--- src/rtl/sync_pkg.sv ---
// -----------------------------------------------------------------------------
// sync_pkg
// Shared types and constants for the sync_edge_nch multi-channel synchroniser.
//   edge_sel_e      : encoding of the event source selector (none/rise/fall/both)
//   SYNC_STAGES_MIN : shallowest flop chain that still gives metastability margin
// -----------------------------------------------------------------------------
package sync_pkg;

  typedef enum logic [1:0] {
    EDGE_NONE = 2'b00,
    EDGE_RISE = 2'b01,
    EDGE_FALL = 2'b10,
    EDGE_BOTH = 2'b11
  } edge_sel_e;

  localparam int SYNC_STAGES_MIN = 2;

endpackage

--- src/rtl/sync_edge_nch_if.sv ---
// -----------------------------------------------------------------------------
// sync_edge_nch_if
// Bundles the data/control signals of sync_edge_nch.
//   sync_i     : CH asynchronous inputs
//   filt_len   : filter length, quasi-static, shared by all channels
//   edge_sel   : event source select (see sync_pkg::edge_sel_e)
//   evt_clr    : write-1-to-clear for evt_flag
//   sync_o     : synchronised (and optionally filtered) levels
//   rise_pulse : one-cycle pulse on sync_o 0->1
//   fall_pulse : one-cycle pulse on sync_o 1->0
//   evt_flag   : sticky event flags
//   evt_any    : OR of evt_flag
// Modports: master drives the inputs (system side), slave is the synchroniser.
// -----------------------------------------------------------------------------
interface sync_edge_nch_if #(
  parameter int CH     = 4,
  parameter int FILT_W = 4
);

  logic [CH-1:0]     sync_i;
  logic [FILT_W-1:0] filt_len;
  logic [1:0]        edge_sel;
  logic [CH-1:0]     evt_clr;
  logic [CH-1:0]     sync_o;
  logic [CH-1:0]     rise_pulse;
  logic [CH-1:0]     fall_pulse;
  logic [CH-1:0]     evt_flag;
  logic              evt_any;

  modport master (
    output sync_i, filt_len, edge_sel, evt_clr,
    input  sync_o, rise_pulse, fall_pulse, evt_flag, evt_any
  );

  modport slave (
    input  sync_i, filt_len, edge_sel, evt_clr,
    output sync_o, rise_pulse, fall_pulse, evt_flag, evt_any
  );

endinterface

--- src/rtl/sync_ch_filt.sv ---
// -----------------------------------------------------------------------------
// sync_ch_filt
// One channel: STAGES-deep synchroniser chain, optional persistence filter
// (built when SYNC_EDGE_FILT_EN is defined) and edge detection.
//   clk        : clock, rising edge
//   rstn       : asynchronous active-low reset
//   async_i    : asynchronous input bit
//   filt_len_i : filter length (mismatch must persist filt_len_i+1 cycles)
//   level_o    : synchronised / filtered level
//   rise_o     : one-cycle pulse on level_o 0->1
//   fall_o     : one-cycle pulse on level_o 1->0
// -----------------------------------------------------------------------------
module sync_ch_filt #(
  parameter int   STAGES  = 2,
  parameter int   FILT_W  = 4,
  parameter logic RST_VAL = 1'b0
) (
  input  logic              clk,
  input  logic              rstn,
  input  logic              async_i,
  input  logic [FILT_W-1:0] filt_len_i,
  output logic              level_o,
  output logic              rise_o,
  output logic              fall_o
);

  logic [STAGES-1:0] stage_q;
  logic              raw;
  logic              level;
  logic              dly_q;

  always_ff @(posedge clk or negedge rstn) begin
    if (!rstn) begin
      stage_q <= {STAGES{RST_VAL}};
    end else begin
      stage_q <= {stage_q[STAGES-2:0], async_i};
    end
  end

  assign raw = stage_q[STAGES-1];

`ifdef SYNC_EDGE_FILT_EN
  logic              level_q, level_d;
  logic [FILT_W-1:0] cnt_q, cnt_d;

  // Commit on ">=" so a mid-count lowering of filt_len takes effect on the
  // next edge and the counter can never wrap.
  always_comb begin
    level_d = level_q;
    cnt_d   = '0;
    if (raw != level_q) begin
      if (cnt_q >= filt_len_i) begin
        level_d = raw;
      end else begin
        cnt_d = cnt_q + FILT_W'(1);
      end
    end
  end

  always_ff @(posedge clk or negedge rstn) begin
    if (!rstn) begin
      level_q <= RST_VAL;
      cnt_q   <= '0;
    end else begin
      level_q <= level_d;
      cnt_q   <= cnt_d;
    end
  end

  assign level = level_q;
`else
  logic [FILT_W-1:0] unused_filt_len;
  assign unused_filt_len = filt_len_i;
  assign level           = raw;
`endif

  // Delayed copy resets to the same value as the level, so leaving reset
  // never produces an edge.
  always_ff @(posedge clk or negedge rstn) begin
    if (!rstn) begin
      dly_q <= RST_VAL;
    end else begin
      dly_q <= level;
    end
  end

  assign level_o = level;
  assign rise_o  = level & ~dly_q;
  assign fall_o  = ~level & dly_q;

endmodule

--- src/rtl/sync_edge_nch.sv ---
// -----------------------------------------------------------------------------
// sync_edge_nch
// Parametrised multi-channel synchroniser with rise/fall pulses and sticky,
// software-clearable event flags.
// Optional feature macro: SYNC_EDGE_FILT_EN (per-channel persistence filter).
//   clk  : clock, rising edge
//   rstn : asynchronous active-low reset
//   bus  : sync_edge_nch_if.slave (sync_i, filt_len, edge_sel, evt_clr in;
//          sync_o, rise_pulse, fall_pulse, evt_flag, evt_any out)
// -----------------------------------------------------------------------------
module sync_edge_nch
  import sync_pkg::*;
#(
  parameter int            CH      = 4,
  parameter int            STAGES  = 2,
  parameter int            FILT_W  = 4,
  parameter logic [CH-1:0] RST_VAL = '0
) (
  input  logic             clk,
  input  logic             rstn,
  sync_edge_nch_if.slave   bus
);

  if (STAGES < SYNC_STAGES_MIN) begin : g_stages_chk
    $error("sync_edge_nch: STAGES must be at least %0d", SYNC_STAGES_MIN);
  end

  logic [CH-1:0] level;
  logic [CH-1:0] rise;
  logic [CH-1:0] fall;

  for (genvar gi = 0; gi < CH; gi++) begin : g_ch
    sync_ch_filt #(
      .STAGES  (STAGES),
      .FILT_W  (FILT_W),
      .RST_VAL (RST_VAL[gi])
    ) u_ch (
      .clk        (clk),
      .rstn       (rstn),
      .async_i    (bus.sync_i[gi]),
      .filt_len_i (bus.filt_len),
      .level_o    (level[gi]),
      .rise_o     (rise[gi]),
      .fall_o     (fall[gi])
    );
  end

  edge_sel_e     sel;
  logic          sel_rise;
  logic          sel_fall;
  logic [CH-1:0] evt_set;
  logic [CH-1:0] evt_flag_q;
  logic [CH-1:0] evt_flag_d;

  assign sel      = edge_sel_e'(bus.edge_sel);
  assign sel_rise = (sel == EDGE_RISE) || (sel == EDGE_BOTH);
  assign sel_fall = (sel == EDGE_FALL) || (sel == EDGE_BOTH);
  assign evt_set  = ({CH{sel_rise}} & rise) | ({CH{sel_fall}} & fall);

  // A new event in the same cycle as its clear keeps the flag set, so no
  // event is lost to a racing software clear.
  assign evt_flag_d = evt_set | (evt_flag_q & ~bus.evt_clr);

  always_ff @(posedge clk or negedge rstn) begin
    if (!rstn) begin
      evt_flag_q <= '0;
    end else begin
      evt_flag_q <= evt_flag_d;
    end
  end

  assign bus.sync_o     = level;
  assign bus.rise_pulse = rise;
  assign bus.fall_pulse = fall;
  assign bus.evt_flag   = evt_flag_q;
  assign bus.evt_any    = |evt_flag_q;

endmodule

--- src/flat_wrapper.sv ---
// flat-port wrapper written by rule: the top's interface ports become plain ports
module sync_edge_nch_flat import sync_pkg::*;
#(
  parameter int            CH      = 4,
  parameter int            STAGES  = 2,
  parameter int            FILT_W  = 4,
  parameter logic [CH-1:0] RST_VAL = '0
)
  (clk, rstn, bus_sync_i, bus_filt_len, bus_edge_sel, bus_evt_clr, bus_sync_o, bus_rise_pulse, bus_fall_pulse, bus_evt_flag, bus_evt_any);
  sync_edge_nch_if #(.CH(CH), .FILT_W(FILT_W)) bus_i ();
  input  logic clk;
  input  logic rstn;
  input wire logic [$bits(bus_i.sync_i)-1:0] bus_sync_i;
  input wire logic [$bits(bus_i.filt_len)-1:0] bus_filt_len;
  input wire logic [$bits(bus_i.edge_sel)-1:0] bus_edge_sel;
  input wire logic [$bits(bus_i.evt_clr)-1:0] bus_evt_clr;
  output wire logic [$bits(bus_i.sync_o)-1:0] bus_sync_o;
  output wire logic [$bits(bus_i.rise_pulse)-1:0] bus_rise_pulse;
  output wire logic [$bits(bus_i.fall_pulse)-1:0] bus_fall_pulse;
  output wire logic [$bits(bus_i.evt_flag)-1:0] bus_evt_flag;
  output wire logic [$bits(bus_i.evt_any)-1:0] bus_evt_any;
  assign bus_i.sync_i = bus_sync_i;
  assign bus_i.filt_len = bus_filt_len;
  assign bus_i.edge_sel = bus_edge_sel;
  assign bus_i.evt_clr = bus_evt_clr;
  assign bus_sync_o = bus_i.sync_o;
  assign bus_rise_pulse = bus_i.rise_pulse;
  assign bus_fall_pulse = bus_i.fall_pulse;
  assign bus_evt_flag = bus_i.evt_flag;
  assign bus_evt_any = bus_i.evt_any;
  sync_edge_nch #(.CH(CH), .STAGES(STAGES), .FILT_W(FILT_W), .RST_VAL(RST_VAL)) u_core (.clk(clk), .rstn(rstn), .bus(bus_i));
endmodule
--- config.mk ---
export PLATFORM = sky130hd
export DESIGN_NAME = sync_edge_nch_flat
export DESIGN_NICKNAME = d
export VERILOG_FILES = /design/src/rtl/sync_pkg.sv /design/src/rtl/sync_edge_nch_if.sv /design/src/rtl/sync_ch_filt.sv /design/src/rtl/sync_edge_nch.sv /design/src/flat_wrapper.sv
export SDC_FILE = /design/constraint.sdc
export NUM_CORES = 1
export LEC_CHECK = 0
export BUFFER_PORTS_ARGS = -buffer_cell sky130_fd_sc_hd__buf_2
export CORE_MARGIN = 8
export CORE_UTILIZATION = 37
export CTS_CLUSTER_DIAMETER = 200
export DETAILED_ROUTE_END_ITERATION = 16
export PLACE_DENSITY = 0.71
export SYNTH_ARGS = -nofsm -noshare
export SYNTH_HDL_FRONTEND = slang
export SYNTH_SLANG_ARGS = --single-unit
--- constraint.sdc ---
create_clock -name clk -period 1.1 [get_ports clk]
set_clock_uncertainty 0.15 [all_clocks]
set_input_delay 0.11 -clock clk [delete_from_list [all_inputs] [get_ports clk]]
set_output_delay 0.11 -clock clk [all_outputs]
set_load 0.02 [all_outputs]
Word level (Yosys, flattened, before mapping):

Index checks and enable logic that the tools add are counted.
Widths: inputs -> output; s select.

* output and inout port bits: 17
* bits in registers: 16

* equal/unequal tests: 3
* bitwise operators: 22
* reductions and logical operators: 3

Operator list (number)
* $and 4x4->4: 3
* $and 1x1->1: 8
* $not 1->1: 8
* $or 4x4->4: 2
* $eq 2x2->1 const B: 2
* $not 4->4: 1
* $reduce_or 4->1: 1
* $eq 2x1->1 const B: 1
* $logic_or 1x1->1: 2

Longest topological paths before layout:

* word-level depth: 5
* mapped depth: 2
* depth with buffers taken out: 2

Modules after synthesis:

A second synthesis with hierarchy kept.

* cells, all modules: 36
* area, all modules: 533.0 um^2

By module, submodules not included
* sync_ch_filt: instances 4, seq. area each 75.1 um^2, cells an instance 5, area an instance 90.1 um^2
* sync_edge_nch: instances 1, seq. area each 100.1 um^2, cells an instance 16, area an instance 172.7 um^2

Least setup slack after synthesis:

OpenSTA, ideal clock, no wires.

* path kind: flip-flop to output port
* from: reg u_core.evt_flag_q[2] (netlist: u_core.bus.evt_flag[2])
* to: out bus_evt_any
* slack: -0.252 ns
* required time: 0.840 ns
* data arrival time: 1.092 ns
* cell stages (with the launch flop): 2
* cell sequence: dfrtp_1 > or4_1

* longest elaborated chain between the ends: 1

Ends and longest elaborated chain
* start: declaration: RTL line sync_edge_nch.sv:52 `logic [CH-1:0] evt_flag_q;`
* start signal: assignment: RTL line sync_edge_nch.sv:68 `evt_flag_q <= evt_flag_d;`
* $reduce_or 4->1: RTL line sync_edge_nch.sv:76 `assign bus.evt_any = |evt_flag_q;`
* end: declaration: RTL line flat_wrapper.sv:21 `output wire logic [$bits(bus_i.evt_any)-1:0] bus_evt_any;`

Every way passes these cells.

Final worst setup path:

Ends and elaborated chain as after synthesis.

==> results.cfg <==
[routing]
finalWirelength_um = 1530
wl_met1_um = 544
drt_iter0_drc = 6
wl_met3_um = 122
drc_errors = 0
dr.pass1.iters = 4
routed.top_layer = met3
vias_per_cell = 4.53
vias = 448
avgRoutedWirePerCell_um = 15.4
dr_wl_met2_um = 860
postRouteAntennaNets = 0

[die]
die_w_um = 56.7
pin_count = 33
coreArea_um2 = 1520
core.rowCount = 14
start_util = 0.402
die_h_um = 56.7
die-area_um2 = 3220

[grt]
grt_start_max_net_pins = 17
grt_use_total = 0.0876
grt_pass1_vias = 492
overflow = 0
grt_pass1_wl_um = 2270
antenna_found_initial = 0

[synthesis]
ys_seq_area_frac = 0.653
synth_edf_count = 0
synthTopCellsByArea = dfrtp_1, buf_4, nor2b_1, a221o_1, or4_1
synthArstFlopShare = 1.00
synth_top_family_by_area = buffers and inverters
synth_adder_area_share = 0
syn_nets = 61
syn_inst = 45
synth.distinct_cells = 5
ys_ff_latch = 16
synth_compound_area_frac = 0.0653
synth_top_area_frac = 0.653
ys_top_cells_by_count = dfrtp_1, buf_4, nor2b_1
syn-cell-area_um2 = 613
synthFlopType = dfrtp_1
synth.most_common_cell = dfrtp_1
syn_avg_cell_area_um2 = 13.6
synth-simple-area-share = 0.135
synth_warnings = 0
synth_xor_area_frac = 0
yosysTopAreaCell = dfrtp_1
yosys-mux-area-fraction = 0

[timing]
hold_ws_ns = -0.0449
relSlewSlack = 0.771
timing.final.crit_share = 1.49
slew_violations = 0
setup_ws_ns = -0.535
period_minus_slack_ns = 1.64
tightest_slew_ns = 0.343
finalHoldViolCount = 4
setup_viol = 21
clock.fmax_mhz = 611
rsz0062_at_grt = yes

[power]
p_int_mw = 1.03
switching_power_mw = 0.359
combPwrFrac = 0.239
switching_share = 0.259
seqPwrFrac = 0.478
p_leak_nw = 0.529
finalPower_mw = 1.39
p_per_area_nw_per_um2 = 1290
clockPowerShare = 0.283
vdd_ir_drop_max_mv = 0.872

[place]
dpl.cell_count = 80
pre_cts_slack_ns = -0.230
place_area_um2 = 744
port-buffer-count = 28
gp_congestion = 0.624

[critical_path]
cp.required_ns = 0.84
timing.rr.start = u_core.bus.evt_flag[2]$_DFF_PN0_
path_class = reg2out
crit_path_max_fanout = 2
reg2reg_depth = 4
r2r_slack_ns = -0.23
worstSetupStartpointType = register
cp-end-kind = output pin
cp-startpoint = u_core.bus.evt_flag[2]$_DFF_PN0_
arrival_ns = 1.38
timing.rr.end = u_core.bus.evt_flag[2]$_DFF_PN0_
endpoint = bus_evt_any

[finish]
drive_gt1_frac = 0.711
synthToLayoutAreaGrowth_pct = 75.5
fillers = 100
multiInputGateArea_um2 = 194
design_area_um2 = 1080
layoutNonFillerInstCount = 99
nets = 100
final_util = 0.706
antenna_cells = 0
regArea_um2 = 407

[cts]
htree_levels = 1
cts_max_path_buffers = 2
clk_pin_slew_ns = 0.10
cts_root_buf = clkbuf_4
cts_buffers = 3
worstSkewPairLatency_ns = 0.29
cts_tree = built
ctsHoldBuffers = 6
cts.sinks = 16

[hold_path]
min_from = bus_edge_sel[0]
hp-class = in2reg

[run]
cap_violations = 0

[outcome]
violations = negative hold slack, negative setup slack
outcome = complete, but fails checks
[layout make-up]
type | count | share of cell area
multi-input cells | 17 | 0.180
repair buffers | 46 | 0.390
well taps | 16 | 0.0186
flip-flops and latches | 16 | 0.378
clock buffers | 4 | 0.0337
[logic make-up (layout without fill, tap and decap cells)]
group | after synthesis | count (layout)
compound gates | 4 | 4
buf+inv | 12 | 50
flops | 16 | 16
simple gates | 13 | 13
[flip-flops by register name, summed over array words and instances (netlist names)]
| register | flops |
|---|---|
| u_core.g_ch.u_ch.stage_q | 8 |
| u_core.g_ch.u_ch.dly_q | 4 |
| u_core.bus.evt_flag | 4 |
[worst max-delay path, cell delays in order, from the launching register on]
cell     delay [ns]
dfrtp_2        0.42
or4_4          0.53
buf_6          0.14
[how the worst min path moves through the flow]
| stage | end | cells after the start |
|---|---|---|
| after floorplan | u_core.bus.evt_flag[0]$_DFF_PN0_ | 0 |
| after global placement | u_core.g_ch[3].u_ch.stage_q[0]$_DFF_PN0_ | 1 |
| after detailed placement | u_core.g_ch[3].u_ch.stage_q[0]$_DFF_PN0_ | 1 |
| after CTS | u_core.bus.evt_flag[3]$_DFF_PN0_ | 2 |
| after global routing | u_core.bus.evt_flag[3]$_DFF_PN0_ | 2 |
| final | u_core.bus.evt_flag[3]$_DFF_PN0_ | 2 |
[power groups by stage]
stage / clock [mW] / combinational [mW] / sequential [mW]
after floorplan: 0 / 0.118 / 0.686
after global placement: 0 / 0.201 / 0.663
after detailed placement: 0 / 0.205 / 0.667
after CTS: 0.383 / 0.304 / 0.661
after global routing: 0.426 / 0.352 / 0.670
final: 0.393 / 0.332 / 0.664
[stage by stage]
step           hold WS, ns  setup TNS (ns)
5_1_grt            -0.0244           -4.21
6_report           -0.0449           -3.36
4_1_cts            -0.0396           -3.11
3_3_place_gp        -0.121          -0.276
2_1_floorplan       -0.336          -0.180
3_5_place_dp        -0.115          -0.324
[cells in the final DEF (no fill, tap or decap), drive strengths merged]
| cell type | netlist | layout |
|---|---|---|
| nor2b | 12 | 12 |
| a221o | 4 | 4 |
| buf | 12 | 40 |
| dfrtp | 16 | 16 |
| dlygate4sd3 | 0 | 6 |
| or4 | 1 | 1 |
| clkbuf | 0 | 4 |
[repair_timing]
action                     CTS  global route
setup endpoints to repair   21            21
hold endpoints to repair    24             4
pin swaps                    1             0
setup buffers                6             3
resized for setup           43             8
[layer usage]
metal / GRT usage / up-vias
li1: - / 213
met2: 0.155 / 17
met4: 0.0206 / 0
met5: 0 / -
met3: 0.0517 / 0
met1: 0.0841 / 218
Power figures use the tool's default switching activity.
